===== src/rtl/ysyx_22050854_axi_pkg.sv =====
// Shared definitions for the IFU/LSU AXI arbiter: FSM encodings and default IDs.
package ysyx_22050854_axi_pkg;

    typedef enum logic [1:0] {
        R_IDLE,
        R_ADDR,
        R_DATA
    } r_state_e;

    typedef enum logic [1:0] {
        W_IDLE,
        W_ADDR,
        W_DATA,
        W_RESP
    } w_state_e;

    localparam logic [3:0] IFU_ID_DEFAULT = 4'd0;
    localparam logic [3:0] LSU_ID_DEFAULT = 4'd1;

    // Grant vector bit positions
    localparam int unsigned GNT_IFU = 0;
    localparam int unsigned GNT_LSU = 1;

endpackage


===== src/rtl/ysyx_22050854_rr_arb2.sv =====
// Two-way round-robin arbiter: one-hot grant, pointer advanced on a done pulse.
module ysyx_22050854_rr_arb2
    import ysyx_22050854_axi_pkg::*;
(
    input  logic       clock,
    input  logic       reset,
    input  logic [1:0] req,
    input  logic       done,
    output logic [1:0] gnt
);

    // last_q holds the index of the most recent winner
    logic last_q;

    always_comb begin
        gnt = req;
        if (req == 2'b11) begin
            gnt = last_q ? 2'b01 : 2'b10;
        end
    end

    always_ff @(posedge clock) begin
        if (reset) begin
            last_q <= 1'b0;
        end else if (done) begin
            last_q <= gnt[GNT_LSU];
        end
    end

endmodule


===== src/rtl/ysyx_22050854_axi_arbiter.sv =====
// Arbitrates IFU and LSU reads onto one AXI4 master port; LSU writes pass through
// an independent write FSM.
module ysyx_22050854_axi_arbiter
    import ysyx_22050854_axi_pkg::*;
#(
    parameter logic [3:0] IFU_ID = IFU_ID_DEFAULT,
    parameter logic [3:0] LSU_ID = LSU_ID_DEFAULT
) (
    input  logic        clock,
    input  logic        reset,
    input  logic        ifu_arvalid,
    input  logic [31:0] ifu_araddr,
    input  logic [7:0]  ifu_arlen,
    input  logic [2:0]  ifu_arsize,
    input  logic [1:0]  ifu_arburst,
    output logic        ifu_arready,
    output logic        ifu_rvalid,
    output logic [63:0] ifu_rdata,
    output logic [1:0]  ifu_rresp,
    output logic        ifu_rlast,
    input  logic        ifu_rready,
    input  logic        lsu_arvalid,
    input  logic [31:0] lsu_araddr,
    input  logic [7:0]  lsu_arlen,
    input  logic [2:0]  lsu_arsize,
    input  logic [1:0]  lsu_arburst,
    output logic        lsu_arready,
    output logic        lsu_rvalid,
    output logic [63:0] lsu_rdata,
    output logic [1:0]  lsu_rresp,
    output logic        lsu_rlast,
    input  logic        lsu_rready,
    input  logic        lsu_awvalid,
    input  logic [31:0] lsu_awaddr,
    input  logic [7:0]  lsu_awlen,
    input  logic [2:0]  lsu_awsize,
    input  logic [1:0]  lsu_awburst,
    output logic        lsu_awready,
    input  logic        lsu_wvalid,
    input  logic [63:0] lsu_wdata,
    input  logic [7:0]  lsu_wstrb,
    input  logic        lsu_wlast,
    output logic        lsu_wready,
    output logic        lsu_bvalid,
    output logic [1:0]  lsu_bresp,
    input  logic        lsu_bready,
    output logic        arvalid,
    input  logic        arready,
    output logic [3:0]  arid,
    output logic [31:0] araddr,
    output logic [7:0]  arlen,
    output logic [2:0]  arsize,
    output logic [1:0]  arburst,
    input  logic        rvalid,
    output logic        rready,
    input  logic [3:0]  rid,
    input  logic [63:0] rdata,
    input  logic [1:0]  rresp,
    input  logic        rlast,
    output logic        awvalid,
    input  logic        awready,
    output logic [3:0]  awid,
    output logic [31:0] awaddr,
    output logic [7:0]  awlen,
    output logic [2:0]  awsize,
    output logic [1:0]  awburst,
    output logic        wvalid,
    input  logic        wready,
    output logic [63:0] wdata,
    output logic [7:0]  wstrb,
    output logic        wlast,
    input  logic        bvalid,
    output logic        bready,
    input  logic [3:0]  bid,
    input  logic [1:0]  bresp
);

    r_state_e   r_state_q;
    w_state_e   w_state_q;
    logic       sel_lsu_q;
    logic       err_q;
    logic [1:0] rr_req;
    logic [1:0] rr_gnt;
    logic       rr_done;
    logic [3:0] cur_id;
    logic       r_addr, r_data;
    logic       w_addr, w_data, w_resp;

    assign rr_req  = {lsu_arvalid, ifu_arvalid};
    assign rr_done = !reset && (r_state_q == R_IDLE) && (|rr_req);
    assign cur_id  = sel_lsu_q ? LSU_ID : IFU_ID;

    ysyx_22050854_rr_arb2 u_rr_arb2 (
        .clock (clock),
        .reset (reset),
        .req   (rr_req),
        .done  (rr_done),
        .gnt   (rr_gnt)
    );

    always_ff @(posedge clock) begin
        if (reset) begin
            r_state_q <= R_IDLE;
            sel_lsu_q <= 1'b0;
            err_q     <= 1'b0;
        end else begin
            unique case (r_state_q)
                R_IDLE: if (rr_done) begin
                    sel_lsu_q <= rr_gnt[GNT_LSU];
                    r_state_q <= R_ADDR;
                end
                R_ADDR: if (arready) r_state_q <= R_DATA;
                R_DATA: begin
                    if (rvalid && (rid != cur_id)) err_q <= 1'b1;
                    if (rvalid && rready && rlast) r_state_q <= R_IDLE;
                end
                default: r_state_q <= R_IDLE;
            endcase
            // Response IDs on B are also tracked so a misrouted write response is visible
            if ((w_state_q == W_RESP) && bvalid && (bid != LSU_ID)) err_q <= 1'b1;
        end
    end

    always_ff @(posedge clock) begin
        if (reset) begin
            w_state_q <= W_IDLE;
        end else begin
            unique case (w_state_q)
                W_IDLE: if (lsu_awvalid) w_state_q <= W_ADDR;
                W_ADDR: if (lsu_awvalid && awready) w_state_q <= W_DATA;
                W_DATA: if (lsu_wvalid && wready && lsu_wlast) w_state_q <= W_RESP;
                W_RESP: if (bvalid && lsu_bready) w_state_q <= W_IDLE;
                default: w_state_q <= W_IDLE;
            endcase
        end
    end

    // Handshake qualifiers are forced low while reset is held
    assign r_addr = !reset && (r_state_q == R_ADDR);
    assign r_data = !reset && (r_state_q == R_DATA);
    assign w_addr = !reset && (w_state_q == W_ADDR);
    assign w_data = !reset && (w_state_q == W_DATA);
    assign w_resp = !reset && (w_state_q == W_RESP);

    assign arvalid     = r_addr;
    assign arid        = cur_id;
    assign araddr      = sel_lsu_q ? lsu_araddr  : ifu_araddr;
    assign arlen       = sel_lsu_q ? lsu_arlen   : ifu_arlen;
    assign arsize      = sel_lsu_q ? lsu_arsize  : ifu_arsize;
    assign arburst     = sel_lsu_q ? lsu_arburst : ifu_arburst;
    assign ifu_arready = r_addr && !sel_lsu_q && arready;
    assign lsu_arready = r_addr && sel_lsu_q && arready;

    assign rready     = r_data && (sel_lsu_q ? lsu_rready : ifu_rready);
    assign ifu_rvalid = r_data && !sel_lsu_q && rvalid;
    assign lsu_rvalid = r_data && sel_lsu_q && rvalid;
    assign ifu_rdata  = rdata;
    assign lsu_rdata  = rdata;
    assign ifu_rresp  = rresp;
    assign lsu_rresp  = rresp;
    assign ifu_rlast  = rlast;
    assign lsu_rlast  = rlast;

    assign awvalid     = w_addr && lsu_awvalid;
    assign awid        = LSU_ID;
    assign awaddr      = lsu_awaddr;
    assign awlen       = lsu_awlen;
    assign awsize      = lsu_awsize;
    assign awburst     = lsu_awburst;
    assign lsu_awready = w_addr && awready;

    assign wvalid     = w_data && lsu_wvalid;
    assign wdata      = lsu_wdata;
    assign wstrb      = lsu_wstrb;
    assign wlast      = lsu_wlast;
    assign lsu_wready = w_data && wready;

    assign lsu_bvalid = w_resp && bvalid;
    assign lsu_bresp  = bresp;
    assign bready     = w_resp && lsu_bready;

endmodule


===== config.mk =====
export PLATFORM = sky130hd
export DESIGN_NAME = ysyx_22050854_axi_arbiter
export DESIGN_NICKNAME = d
export VERILOG_FILES = /design/src/rtl/ysyx_22050854_axi_pkg.sv /design/src/rtl/ysyx_22050854_rr_arb2.sv /design/src/rtl/ysyx_22050854_axi_arbiter.sv
export SDC_FILE = /design/constraint.sdc
export NUM_CORES = 1
export LEC_CHECK = 0
export ABC_AREA = 1
export CAP_MARGIN = 20
export CORE_AREA = 2 2 241 243
export DETAILED_ROUTE_END_ITERATION = 8
export DIE_AREA = 0 0 243 245
export PLACE_DENSITY = 0.39
export SYNTH_ARGS = -nofsm -noshare
export SYNTH_HDL_FRONTEND = slang
export SYNTH_HIERARCHICAL = 1
export SYNTH_SLANG_ARGS = --single-unit

===== constraint.sdc =====
create_clock -name clock -period 1.8 [get_ports clock]
set_input_delay 0.18 -clock clock [delete_from_list [all_inputs] [get_ports clock]]
set_output_delay 0.18 -clock clock [all_outputs]
set_load 0.05 [all_outputs]

# Yosys cells after proc, flatten, opt, wreduce, memory -nomap -nowiden
# Index checks and enable logic that the tools add are counted.
[op_classes] n_addsub=0 mul=0 div_mod_pow=0 order_cmp=0 n_eq_ne=13 shift=0 mux=17 bitwise=0 reduce_logical=36
[op_table] op="$mux 32" n=1
[op_table] op="$logic_and 1x1->1" n=28
[op_table] op="$mux 2" n=10
[op_table] op="$ne 2x2->1 const B" n=6
[op_table] op="$eq 2x2->1 const B" n=4
[op_table] op="$mux 8" n=1
[op_table] op="$pmux 2 s4" n=1
[op_table] op="$pmux 2 s3" n=1
[op_table] op="$eq 2x1->1 const B" n=2
[op_table] op="$logic_not 2->1" n=2
[op_table] op="$reduce_and 4->1" n=1
[op_table] op="$mux 3" n=1
[op_table] op="$reduce_and 3->1" n=1
[op_table] op="$logic_not 1->1" n=2
[op_table] op="$mux 1" n=2
[op_table] op="$ne 2x1->1 const B" n=1
[op_table] op="$reduce_and 2->1" n=1
[op_table] op="$reduce_or 2->1" n=1
[totals] register_bits=6 latchBits=0 ramBits=0 romBits=0 in_bits=299 out_inout_bits=319 wordCells=70 mem_count=0

# Logic depth before layout (Yosys ltp)
# Gate-level depths: netlist of run 1.
[logic_depth] ltp_word=7 mapped_depth=9

# Cells and area by module
# The synthesis of run 1 kept the hierarchy.
[modules_own_cells] module="ysyx_22050854_axi_arbiter" n_inst=1 cells_each=485 area_each_um2=2976.6 seq_area_each_um2=100.1
[modules_own_cells] module="ysyx_22050854_rr_arb2" n_inst=1 cells_each=11 area_each_um2=61.3 seq_area_each_um2=20.0

# Worst setup path after synthesis of run 1
# No wires, ideal clock.
[synth_timing] kind="reg2out" startpoint="reg r_state_q[0]" endpoint="out ifu_arready" arrival_ps=2386 required_ps=1620 slack_ps=-766 stages_incl_launch_ff=5 path_buffers=0 cell_sequence="dfxtp_1 inv_1 nor3_1 nand2_1 nor2_1"
[synth_via] elab_chain_len=4
[synth_rtl] item="from (decl)" line_no="ysyx_22050854_axi_arbiter.sv:78" text="r_state_e r_state_q;"
[synth_rtl] item="from (signal assigned)" line_no="ysyx_22050854_axi_arbiter.sv:103" text="r_state_q <= R_IDLE;"
[synth_rtl] item="from (signal assigned)" line_no="ysyx_22050854_axi_arbiter.sv:110" text="r_state_q <= R_ADDR;"
[synth_rtl] item="from (signal assigned)" line_no="ysyx_22050854_axi_arbiter.sv:112" text="R_ADDR: if (arready) r_state_q <= R_DATA;"
[synth_rtl] item="$eq 2x1->1" line_no="ysyx_22050854_axi_arbiter.sv:139" text="assign r_addr = !reset && (r_state_q == R_ADDR);"
[synth_rtl] item="$logic_and 1x1->1" line_no="ysyx_22050854_axi_arbiter.sv:139"
[synth_rtl] item="net arvalid" line_no="ysyx_22050854_axi_arbiter.sv:47" text="output logic arvalid,"
[synth_rtl] item="$logic_and 1x1->1 (2 in series)" line_no="ysyx_22050854_axi_arbiter.sv:151" text="assign ifu_arready = r_addr && !sel_lsu_q && arready;"
[synth_rtl] item="to (decl)" line_no="ysyx_22050854_axi_arbiter.sv:16" text="output logic ifu_arready,"
# The timed path passes the listed nets, and every way through them passes these cells.

# Worst setup path after layout of run 1
[layout_timing] startpoint="in reset" endpoint="out ifu_arready"
[layout_via] elab_chain_len=4
[layout_rtl] item="from (decl)" line_no="ysyx_22050854_axi_arbiter.sv:10" text="input logic reset,"
[layout_rtl] item="$logic_not 1->1" line_no="ysyx_22050854_axi_arbiter.sv:139"
[layout_rtl] item="$logic_and 1x1->1" line_no="ysyx_22050854_axi_arbiter.sv:139"
[layout_rtl] item="$logic_and 1x1->1 (2 in series)" line_no="ysyx_22050854_axi_arbiter.sv:151"
# Every way passes these cells.

==> impl_metrics.yaml, run 1 <==
floorplan:
  start_util: 0.05307
  core_area_um2: 57030
  dieArea_um2: 59540
  io_pins: 618
  die_w_um: 243
  die_y_um: 245
  num_rows: 88
clocking:
  h-tree-depth: 1
  cts_resized: 0
  cts_setup_buffers: 0
  clkSinkCount: 6
  cts_hold_buf: 0
  numCtsBuffers: 3
  clkLatencyLatePin_ns: 0.23
  cts_tree: "built"
  root_buffer: "clkbuf_16"
  clk_path_buf_depth: 2
critical_path:
  slowest_stage: "clkdlybuf4s50_1"
  critPathKind: "input pin to output pin"
  endpoint: "ifu_arready"
  arrival_ns: 1.42
  r2r_slack_ns: 0.51
  regToRegEndpoint: "w_state_q[0]"
  slowest_delay_ns: 0.44
  cp_max_fo: 4
  worstRegToRegCells: 8
  r2r-start: "w_state_q[0]"
  cp_cell_sequence: "clkdlybuf4s50_1 > buf_4 > nor3_4 > nand2_1 > nor2_2 > buf_12"
  startpoint: "reset"
  crit_path_end_kind: "output pin"
  start_kind: "input pin"
  crit_required_ns: 1.62
cells_and_area:
  syn_to_final_growth_pct: 45.43
  insertedDiodeCount: 0
  instances_no_fill: 1168
  layout-drive-gt1-share: 0.1960
  final_nets: 708
timing:
  rsz0062_at_grt: "no"
  fmax_mhz: 623.9
  tns_ns: 0
  finalHoldViolations: 0
  timing.final.crit_share: 0.8905
  worst_slack_ns: 0.1972
  skew_ns: 0.001968
  period_needed_ns: 1.603
  report.final.slew_viol_count: 0
  finalSetupViolations: 0
logic_synthesis:
  syn_area_um2: 3027
  syn_inst: 494
  syn_avg_cell_area_um2: 6.127
  ys_warn_count: 6
drt:
  final_antenna_net_count: 0
  via_per_inst: 2.011
  drt_iter0_drc: 60
  routedWlPerCell_um: 10.21
  route.detailed.drc: 0
  route.vias.total: 2349
  wl_um: 11930
  firstDrtPassIters: 4
pwr:
  pwr-share-seq: 0.085
  irDropWorstVdd_mv: 0.2160
  power_density_nw_per_um2: 510.2
  pwr-share-clk: 0.164
  p_sw_frac: 0.4461
  p_leak_nw: 1.738
  combinationalPowerShare: 0.751
  p_int_mw: 1.244
  switching_power_mw: 1.002
global_route:
  grt_pass1_vias: 2414
  grt_start_max_net_pins: 38
  grt_overflow: 0
  antenna_found_initial: 2
  grt_pass1_wl_um: 15890
  track_usage: 0.03642
  grt_use_met1: 0.03206
  grtUsageMet3: 0.02438
  met2_usage: 0.05412
  busiest_layer: "met2"
place:
  io_buffers: 166
  place_ws_ns: 0.1684
  place_congestion: 0.6994
  dp_cells: 1165
  dp_hpwl_um: 10550
run:
  cap_violations: 0
worst_hold_path:
  hp-class: "input pin to output pin"
outcome:
  status: "finished clean"
==> cell usage in the layout (no fill, tap or decap), types with 3 or more instances in the layout <==
master and n:
nand2_1 161, clkdlybuf4s50_1 105, buf_12 62, nor2_1 18
inv_1 13, conb_1 7, buf_4 6, nand3_1 5
dfxtp_1 5, ha_1 4, and3_1 3, clkbuf_16 3
==> worst max-delay path, delay by kind of cell <==
family                 cells  cell delay [ns]
buffers and inverters      3             0.76
and+or+nand+nor            3             0.48
==> final cells by class <==
type	count	area [µm²]
multi-input combinational	206	854.6
sequential	6	121.4
timing repair buffer	173	2337
fill	6777	52630
inverter	15	56.30
tap	765	957.2
clock buffer	3	75.07
==> flip-flops by register name (all words and copies together) (netlist names) <==
signal and cells:
sel_lsu_q 1, w_state_q 2, r_state_q 2, u_rr_arb2/last_q 1
==> metrics by stage <==
step	util	total power [mW]	hold WS (ns)	area [µm²]
finish	0.07718	2.246	0.3600	4402
global route	0.07718	2.383	0.3601	4402
CTS	0.07718	2.290	0.3603	4402
detailed placement	0.07586	1.902	0.3603	4327
global placement	0.07586	1.893	0.3603	4327
floorplan	-	2.507	0.2491	3062
==> power by group through the flow <==
stage	logic, mW	registers (mW)	clock network, mW
floorplan	2.32	0.184	0
global placement	1.70	0.193	0
detailed placement	1.71	0.195	0
CTS	1.71	0.193	0.385
global route	1.79	0.198	0.393
finish	1.69	0.191	0.369
==> worst min-delay path by stage <==
stage / from / end / cells after the start / slack (ns)
floorplan: reset / sel_lsu_q / 1 / 0.25
global placement: lsu_awaddr[7] / awaddr[7] / 0 / 0.36
global route: lsu_wstrb[5] / wstrb[5] / 0 / 0.36
detailed placement: lsu_awaddr[7] / awaddr[7] / 0 / 0.36
CTS: lsu_awaddr[7] / awaddr[7] / 0 / 0.36
finish: lsu_awaddr[1] / awaddr[1] / 0 / 0.36
==> layer usage <==
metal	vias up	wire length (µm)
met5	-	63
met1	898	3502
met2	296	5081
met3	129	2112
met4	6	1167
li1	1020	-
No activity file was read; power rests on OpenSTA's default activity.
==> run 2, diff against run 1 <==
CTS_BUF_LIST = sky130_fd_sc_hd__clkbuf_8 sky130_fd_sc_hd__clkbuf_16   (was unset)
CTS_CLUSTER_SIZE = 25   (was unset)
==> results of run 2 <==
Same layout as run 1: the final DEF is identical, and so are final timing and power.
